[src/rtl/rv32i_control_fsm_pkg.sv]
// Shared types for the RV32I multi-cycle sequencer: state encoding,
// decoder flag bit positions and datapath mux selects.
package rv32i_ctrl_pkg;

  typedef enum logic [2:0] {
    IDLE,
    FETCH,
    EXECUTE,
    LOAD,
    STORE,
    HALT
  } state_t;

  localparam int NFLAGS    = 10;
  localparam int FL_ALUREG = 0;
  localparam int FL_ALUIMM = 1;
  localparam int FL_BRANCH = 2;
  localparam int FL_JALR   = 3;
  localparam int FL_JAL    = 4;
  localparam int FL_AUIPC  = 5;
  localparam int FL_LUI    = 6;
  localparam int FL_LOAD   = 7;
  localparam int FL_STORE  = 8;
  localparam int FL_SYSTEM = 9;

  typedef enum logic [1:0] {
    WSEL_ALU,
    WSEL_LOAD,
    WSEL_PC4,
    WSEL_UIMM
  } rf_wsel_t;

  typedef enum logic [1:0] {
    PCSEL_PC4,
    PCSEL_BRANCH,
    PCSEL_JALR
  } pc_sel_t;

  // States that hold a request on the shared memory port.
  function automatic logic is_mem_state(input state_t s);
    return (s == FETCH) || (s == LOAD) || (s == STORE);
  endfunction

endpackage

[src/rtl/rv32i_control_fsm_if.sv]
// Decoder/memory/datapath signal bundle between the sequencer (master)
// and the surrounding core (slave).
interface rv32i_control_fsm_if #(
  parameter int CNT_W = 32
);
  import rv32i_ctrl_pkg::*;

  logic [NFLAGS-1:0] dec_flags;
  logic              take_branch;
  logic              mem_ack;
  logic              mem_req;
  logic              mem_we;
  logic              mem_addr_sel;
  logic              ir_we;
  logic              rf_we;
  rf_wsel_t          rf_wsel;
  logic              pc_we;
  pc_sel_t           pc_sel;
  logic              halted;
  logic              bus_err;
  logic [CNT_W-1:0]  instret;
  state_t            state_o;

  modport master (
    input  dec_flags, take_branch, mem_ack,
    output mem_req, mem_we, mem_addr_sel, ir_we, rf_we, rf_wsel,
           pc_we, pc_sel, halted, bus_err, instret, state_o
  );

  modport slave (
    output dec_flags, take_branch, mem_ack,
    input  mem_req, mem_we, mem_addr_sel, ir_we, rf_we, rf_wsel,
           pc_we, pc_sel, halted, bus_err, instret, state_o
  );

endinterface

[src/rtl/rv32i_control_fsm_watchdog.sv]
// Memory-request watchdog: down-counter reloaded whenever the port is idle
// or acknowledged; expires on the TIMEOUT_CYCLES-th consecutive unacked cycle.
module mem_watchdog #(
  parameter int TIMEOUT_CYCLES = 16
) (
  input  logic clk,
  input  logic reset,
  input  logic active_i,
  input  logic ack_i,
  output logic expire_o
);

  localparam int          W        = (TIMEOUT_CYCLES > 1) ? $clog2(TIMEOUT_CYCLES) : 1;
  localparam logic [W-1:0] LOAD_VAL = (TIMEOUT_CYCLES > 0) ? W'(TIMEOUT_CYCLES - 1) : '0;

  logic [W-1:0] cnt_q;
  logic         stall;

  assign stall = active_i & ~ack_i;

  always_ff @(posedge clk or posedge reset) begin
    if (reset)      cnt_q <= '0;
    else if (stall) cnt_q <= cnt_q - W'(1);
    else            cnt_q <= LOAD_VAL;
  end

  // An ack in the terminal cycle suppresses expiry.
  assign expire_o = (TIMEOUT_CYCLES != 0) && stall && (cnt_q == '0);

endmodule

[src/rtl/rv32i_control_fsm.sv]
// Multi-cycle fetch/execute/load/store sequencer for the RV32I core, with
// retired-instruction counter and memory-timeout watchdog.
module rv32i_control_fsm
  import rv32i_ctrl_pkg::*;
#(
  parameter int TIMEOUT_CYCLES = 16,
  parameter int CNT_W          = 32
) (
  input  logic                 clk,
  input  logic                 reset,
  rv32i_control_fsm_if.master  bus
);

  state_t           state_q, state_d;
  logic [CNT_W-1:0] instret_q;
  logic             bus_err_q;
  logic             retire;
  logic             mem_phase;
  logic             wd_expire;

  assign mem_phase = is_mem_state(state_q);

  mem_watchdog #(.TIMEOUT_CYCLES(TIMEOUT_CYCLES)) u_wd (
    .clk      (clk),
    .reset    (reset),
    .active_i (mem_phase),
    .ack_i    (bus.mem_ack),
    .expire_o (wd_expire)
  );

  always_comb begin
    state_d          = state_q;
    retire           = 1'b0;
    bus.mem_req      = 1'b0;
    bus.mem_we       = 1'b0;
    bus.mem_addr_sel = 1'b0;
    bus.ir_we        = 1'b0;
    bus.rf_we        = 1'b0;
    bus.rf_wsel      = WSEL_ALU;
    bus.pc_we        = 1'b0;
    bus.pc_sel       = PCSEL_PC4;
    case (state_q)
      IDLE: state_d = FETCH;
      FETCH: begin
        bus.mem_req = 1'b1;
        if (bus.mem_ack) begin
          bus.ir_we = 1'b1;
          state_d   = EXECUTE;
        end
      end
      EXECUTE: begin
        if (bus.dec_flags[FL_LOAD])                                 state_d = LOAD;
        else if (bus.dec_flags[FL_STORE])                           state_d = STORE;
        else if (bus.dec_flags[FL_SYSTEM] || bus.dec_flags == '0)   state_d = HALT;
        else begin
          bus.pc_we = 1'b1;
          bus.rf_we = 1'b1;
          retire    = 1'b1;
          state_d   = FETCH;
          // AUIPC shares the ALU path: the ALU adds PC and the U-immediate.
          if (bus.dec_flags[FL_JAL]) begin
            bus.rf_wsel = WSEL_PC4;
            bus.pc_sel  = PCSEL_BRANCH;
          end else if (bus.dec_flags[FL_JALR]) begin
            bus.rf_wsel = WSEL_PC4;
            bus.pc_sel  = PCSEL_JALR;
          end else if (bus.dec_flags[FL_BRANCH]) begin
            bus.rf_we  = 1'b0;
            bus.pc_sel = bus.take_branch ? PCSEL_BRANCH : PCSEL_PC4;
          end else if (bus.dec_flags[FL_LUI]) begin
            bus.rf_wsel = WSEL_UIMM;
          end
        end
      end
      LOAD: begin
        bus.mem_req      = 1'b1;
        bus.mem_addr_sel = 1'b1;
        if (bus.mem_ack) begin
          bus.rf_we   = 1'b1;
          bus.rf_wsel = WSEL_LOAD;
          bus.pc_we   = 1'b1;
          retire      = 1'b1;
          state_d     = FETCH;
        end
      end
      STORE: begin
        bus.mem_req      = 1'b1;
        bus.mem_we       = 1'b1;
        bus.mem_addr_sel = 1'b1;
        if (bus.mem_ack) begin
          bus.pc_we = 1'b1;
          retire    = 1'b1;
          state_d   = FETCH;
        end
      end
      default: state_d = state_q;
    endcase
    if (wd_expire) state_d = HALT;
  end

  always_ff @(posedge clk or posedge reset) begin
    if (reset) begin
      state_q   <= IDLE;
      instret_q <= '0;
      bus_err_q <= 1'b0;
    end else begin
      state_q <= state_d;
      if (retire)    instret_q <= instret_q + CNT_W'(1);
      if (wd_expire) bus_err_q <= 1'b1;
    end
  end

  assign bus.halted  = (state_q == HALT);
  assign bus.bus_err = bus_err_q;
  assign bus.instret = instret_q;
  assign bus.state_o = state_q;

endmodule

[src/flat_wrapper.sv]
// flat-port wrapper written by rule: the top's interface ports become plain ports
module rv32i_control_fsm_flat import rv32i_ctrl_pkg::*;
#(
  parameter int TIMEOUT_CYCLES = 16,
  parameter int CNT_W          = 32
)
  (clk, reset, bus_dec_flags, bus_take_branch, bus_mem_ack, bus_mem_req, bus_mem_we, bus_mem_addr_sel, bus_ir_we, bus_rf_we, bus_rf_wsel, bus_pc_we, bus_pc_sel, bus_halted, bus_bus_err, bus_instret, bus_state_o);
  rv32i_control_fsm_if #(.CNT_W(CNT_W)) bus_i ();
  input  logic clk;
  input  logic reset;
  input wire logic [$bits(bus_i.dec_flags)-1:0] bus_dec_flags;
  input wire logic [$bits(bus_i.take_branch)-1:0] bus_take_branch;
  input wire logic [$bits(bus_i.mem_ack)-1:0] bus_mem_ack;
  output wire logic [$bits(bus_i.mem_req)-1:0] bus_mem_req;
  output wire logic [$bits(bus_i.mem_we)-1:0] bus_mem_we;
  output wire logic [$bits(bus_i.mem_addr_sel)-1:0] bus_mem_addr_sel;
  output wire logic [$bits(bus_i.ir_we)-1:0] bus_ir_we;
  output wire logic [$bits(bus_i.rf_we)-1:0] bus_rf_we;
  output wire logic [$bits(bus_i.rf_wsel)-1:0] bus_rf_wsel;
  output wire logic [$bits(bus_i.pc_we)-1:0] bus_pc_we;
  output wire logic [$bits(bus_i.pc_sel)-1:0] bus_pc_sel;
  output wire logic [$bits(bus_i.halted)-1:0] bus_halted;
  output wire logic [$bits(bus_i.bus_err)-1:0] bus_bus_err;
  output wire logic [$bits(bus_i.instret)-1:0] bus_instret;
  output wire logic [$bits(bus_i.state_o)-1:0] bus_state_o;
  assign bus_i.dec_flags = bus_dec_flags;
  assign bus_i.take_branch = bus_take_branch;
  assign bus_i.mem_ack = bus_mem_ack;
  assign bus_mem_req = bus_i.mem_req;
  assign bus_mem_we = bus_i.mem_we;
  assign bus_mem_addr_sel = bus_i.mem_addr_sel;
  assign bus_ir_we = bus_i.ir_we;
  assign bus_rf_we = bus_i.rf_we;
  assign bus_rf_wsel = bus_i.rf_wsel;
  assign bus_pc_we = bus_i.pc_we;
  assign bus_pc_sel = bus_i.pc_sel;
  assign bus_halted = bus_i.halted;
  assign bus_bus_err = bus_i.bus_err;
  assign bus_instret = bus_i.instret;
  assign bus_state_o = bus_i.state_o;
  rv32i_control_fsm #(.TIMEOUT_CYCLES(TIMEOUT_CYCLES), .CNT_W(CNT_W)) u_core (.clk(clk), .reset(reset), .bus(bus_i));
endmodule
[config.mk]
export PLATFORM = sky130hd
export DESIGN_NAME = rv32i_control_fsm_flat
export DESIGN_NICKNAME = d
export VERILOG_FILES = /design/src/rtl/rv32i_control_fsm_pkg.sv /design/src/rtl/rv32i_control_fsm_if.sv /design/src/rtl/rv32i_control_fsm_watchdog.sv /design/src/rtl/rv32i_control_fsm.sv /design/src/flat_wrapper.sv
export SDC_FILE = /design/constraint.sdc
export NUM_CORES = 1
export LEC_CHECK = 0
export CAP_MARGIN = 10
export CORE_UTILIZATION = 43
export CTS_BUF_LIST = sky130_fd_sc_hd__clkbuf_4 sky130_fd_sc_hd__clkbuf_8 sky130_fd_sc_hd__clkbuf_16
export CTS_CLUSTER_DIAMETER = 40
export DETAILED_ROUTE_END_ITERATION = 10
export PLACE_DENSITY = 0.76
export REMOVE_ABC_BUFFERS = 1
export SYNTH_ARGS = -nofsm -noshare
export SYNTH_HDL_FRONTEND = slang
export SYNTH_SLANG_ARGS = --single-unit
[constraint.sdc]
create_clock -name clk -period 1.95 [get_ports clk]
set_input_delay 0.39 -clock clk [delete_from_list [all_inputs] [get_ports clk]]
set_output_delay 0.39 -clock clk [all_outputs]
set_load 0.005 [all_outputs]
==> reports/metrics.yaml, run 1 <==
critical_path:
  crit_start: "bus_dec_flags[1]"
  r2r.worst_path.cells: 10
  path_cells: "dlygate4sd2_1 > or4_4 > o211ai_4 > buf_4 > buf_6 > a21o_1 > a21oi_2 > buf_2"
  start_kind: "input pin"
  required_ns: 1.56
  crit_end: "bus_rf_we"
  r2r-start: "u_core.bus.state_o[0]"
  r2r-end: "u_core.bus.instret[22]"
  critical-path-max-stage-delay_ns: 0.54
  cp.arrival_ns: 1.91
  r2r_setup_slack_ns: -0.17
  critPathMaxFanout: 6
  cp-end-kind: "output port"
  crit_type: "in -> out"
  cpMaxStageDelayCell: "or4_4"
synth:
  synth_area_um2: 2083
  yosys.cell_types.count: 39
  synthCells: 194
  synth_warnings: 0
  ys_seq_elements: 40
  ys_seq_area_share_pct: 48.05
  synth_top_area_share_pct: 48.05
  synth_area_leaders: "dfrtp_1 (48%), xnor2_1 (13%), nand4_1 (3.9%), nand3_2 (3.8%), and3_1 (3.0%)"
  synth_top_area_cell: "dfrtp_1"
  avgSynthCellArea_um2: 10.74
sta:
  setup_tns_ns: -4.769
  fin_ws_ns: -0.3538
  setup_viol: 38
  fin_crit_sh_pct: 118.1
  period_minus_slack_ns: 2.304
  hold_violations: 0
  worst_slew_pin_slew_ns: 0.5012
  fmaxAchievable_ghz: 0.4341
  whs_ns: 0.4656
  grt_setup_unrepaired: "true"
  maxSlewHeadroom_pct: 66.59
  skew_ns: 0.007543
  slew_viol_final: 0
power:
  p_leak_nw: 1.475
  total_power_mw: 2.891
  powerDensity_nw_per_um2: 869.7
  irDropWorstVdd_uv: 761.9
hold_path:
  hold_path_class: "reg -> reg"
clock_network:
  cts_buffers: 5
  insertion_delay_ns: 0.30
  h-tree-depth: 2
  clock_tree.buffer_depth: 2
  cts.clk_slew.worst_paths_ns: 0.07
  cts_tree: "built"
  cts_root_buf: "clkbuf_8"
  holdBufCountCts: 0
  cts_sinks: 40
floorplanning:
  die_y_um: 71.61
  start_util_pct: 46.25
  rows: 24
  ioPinCount: 61
  die_area_um2: 5127
  core_area_um2: 4504
  die_x_um: 71.61
global_route:
  grt_pass1_vias: 1720
  grt_pass1_wl_mm: 8.321
  grt_max_degree: 41
  grt_overflow: 0
  antenna_found_initial: 0
  grtUsageTotal_pct: 21.74
placement:
  dp_hpwl_mm: 3.452
  placed_area_um2: 2892
  portBuffers: 60
  gp_congestion: 0.8212
cells_and_area:
  drive_above_1_share_pct: 31.63
  n_antenna_cell: 0
  fin_nets: 310
  final_area_um2: 3324
  fill_cells: 307
  syn2layout_area_growth_pct: 59.58
run:
  drv_cap: 0
outcome:
  violations: "negative setup slack"
  status: "complete, but fails checks"
detailed_routing:
  dr.pass1.iters: 4
  drc_errors: 0
  ant_nets: 0
  initialDrtViolationCount: 117
  wl_per_cell_um: 15.99
  routed-via-count: 1840
  routed_wirelength_mm: 5.534
  vias_per_cell: 5.318
## placed cells by master (no fill, tap or decap), types with 2 or more instances in the layout
master           count
and4_1               5
nand2_1              8
inv_1                6
xor2_1               2
ha_1                 3
nand2_2              5
clkdlybuf4s15_1      4
nand4_1             13
clkdlybuf4s50_1     39
nor3_1               3
and2_1               3
nand3_2             11
dlymetal6s2s_1       3
buf_6               11
xnor2_2              3
or2_4                2
clkbuf_8             5
nand2b_1             2
and3_1              10
buf_12               4
dfrtp_1             40
buf_4               22
a21o_1               2
a31oi_1              2
a21oi_1              7
nand3_4              2
dlygate4sd2_1        5
nor2_1               8
o21ai_0              2
a21oi_2              2
inv_2                2
or4_4                3
xnor2_1             28
buf_2                5
## sequential cells by signal, indices dropped and copies added, names as in the netlist
| signal | count |
|---|---|
| u_core.bus.bus_err | 1 |
| u_core.bus.instret | 32 |
| u_core.bus.state_o | 3 |
| u_core.u_wd.cnt_q | 4 |
## what timing repair did
item / CTS / global route
cloned: 2 / 0
pin swaps: 12 / 14
setup endpoints to repair: 42 / 41
buffers inserted: 8 / 10
gates resized for setup: 53 / 45
## metrics by stage
step                utilization [%]  setup WS, ns  std cells
floorplan                         -      -0.08650        189
global placement              64.19       -0.8453        323
detailed placement            64.19       -0.9076        323
CTS                           69.81       -0.4303        341
global route                  73.81       -0.4064        346
finish                        73.81       -0.3538        346
## cell families after synthesis
family                   count (synthesis)  share of synthesized area (%)
adder cells (fa/ha/maj)                  3                          1.802
AO/OA/AOI/OAI                           21                          6.907
AND/OR/NAND/NOR                         83                          25.71
XOR/XNOR                                33                          13.87
multiplexers                             1                         0.5405
buffers and inverters                   13                          3.123
flip-flops                              40                          48.05
## layout make-up
| type | instances | area (um2) | share of cell area (%) |
|---|---|---|---|
| Inverter | 8 | 30.03 | 0.9033 |
| Multi-Input combinational cell | 141 | 1155 | 34.74 |
| Clock inverter | 2 | 35.03 | 1.054 |
| Sequential cell | 40 | 1001 | 30.11 |
| Clock buffer | 6 | 76.32 | 2.296 |
| Timing Repair Buffer | 97 | 962.2 | 28.94 |
| Tap cell | 52 | 65.06 | 1.957 |
## worst max-delay path, delay by kind of cell
| family | cells | cell delay, ns |
|---|---|---|
| buffers and inverters | 4 | 0.61 |
| and+or+nand+nor | 1 | 0.54 |
| AOI/OAI and AO/OA | 3 | 0.36 |
## power by group
part,switching (mW),internal (mW)
Sequential,0.0765,0.916
Combinational,0.512,0.705
Clock,0.287,0.394
Total,0.876,2.02
## synthesized netlist by cell type
cell	number
a21o_1	2
xor2_1	2
nor2b_1	1
and2_1	3
nand2_1	13
nor3_1	4
and4_1	5
nand3_2	8
nor3b_2	1
mux2_1	1
inv_1	8
o21ai_1	1
xnor2_1	31
buf_2	1
o22ai_1	1
a21boi_2	1
or4_4	2
clkbuf_1	1
and3b_1	1
a21oi_2	1
nor4b_4	1
nand3_1	6
a31oi_1	2
or2_2	2
nor3b_1	1
o211ai_4	1
buf_1	1
nand4_1	13
and3_1	10
ha_1	3
nand2b_1	2
dfrtp_1	40
buf_6	2
or4_1	1
a21oi_1	9
a2bb2oi_1	1
nor2_1	8
nor4_1	1
o21ai_0	2
## worst min path at each step
stage	to	slack, ns	from	depth (start not counted)
6_report	u_core.bus.bus_err	0.47	u_core.bus.bus_err	1
5_1_grt	u_core.bus.state_o[2]	0.49	bus_dec_flags[7]	4
4_1_cts	u_core.bus.bus_err	0.47	u_core.bus.bus_err	1
3_5_place_dp	u_core.bus.bus_err	0.45	u_core.bus.bus_err	1
3_3_place_gp	u_core.bus.bus_err	0.44	u_core.bus.bus_err	1
2_1_floorplan	u_core.u_wd.cnt_q[0]	0.43	u_core.u_wd.cnt_q[0]	1
## per-layer routing
metal / share of wire (%) / vias to the layer above / wire length (um) / GRT usage [%]
li1: - / 888 / - / -
met1: 45 / 903 / 2473 / 28.18
met2: 50 / 38 / 2753 / 35.32
met3: 3.8 / 11 / 210 / 5.907
met4: 1.8 / 0 / 97 / 7.407
met5: 0 / - / 0 / 0
No activity file was read; power rests on OpenSTA's default activity.
==> run 2, diff against run 1 <==
--- a/config.mk
+++ b/config.mk
@@ -9,6 +9,7 @@
 export CORE_UTILIZATION = 43
 export CTS_BUF_LIST = sky130_fd_sc_hd__clkbuf_4 sky130_fd_sc_hd__clkbuf_8 sky130_fd_sc_hd__clkbuf_16
 export CTS_CLUSTER_DIAMETER = 40
+export CTS_CLUSTER_SIZE = 25
 export DETAILED_ROUTE_END_ITERATION = 10
 export PLACE_DENSITY = 0.76
 export REMOVE_ABC_BUFFERS = 1
==> results of run 2 <==
The final DEF is identical to that of run 1; final timing and power are the same.
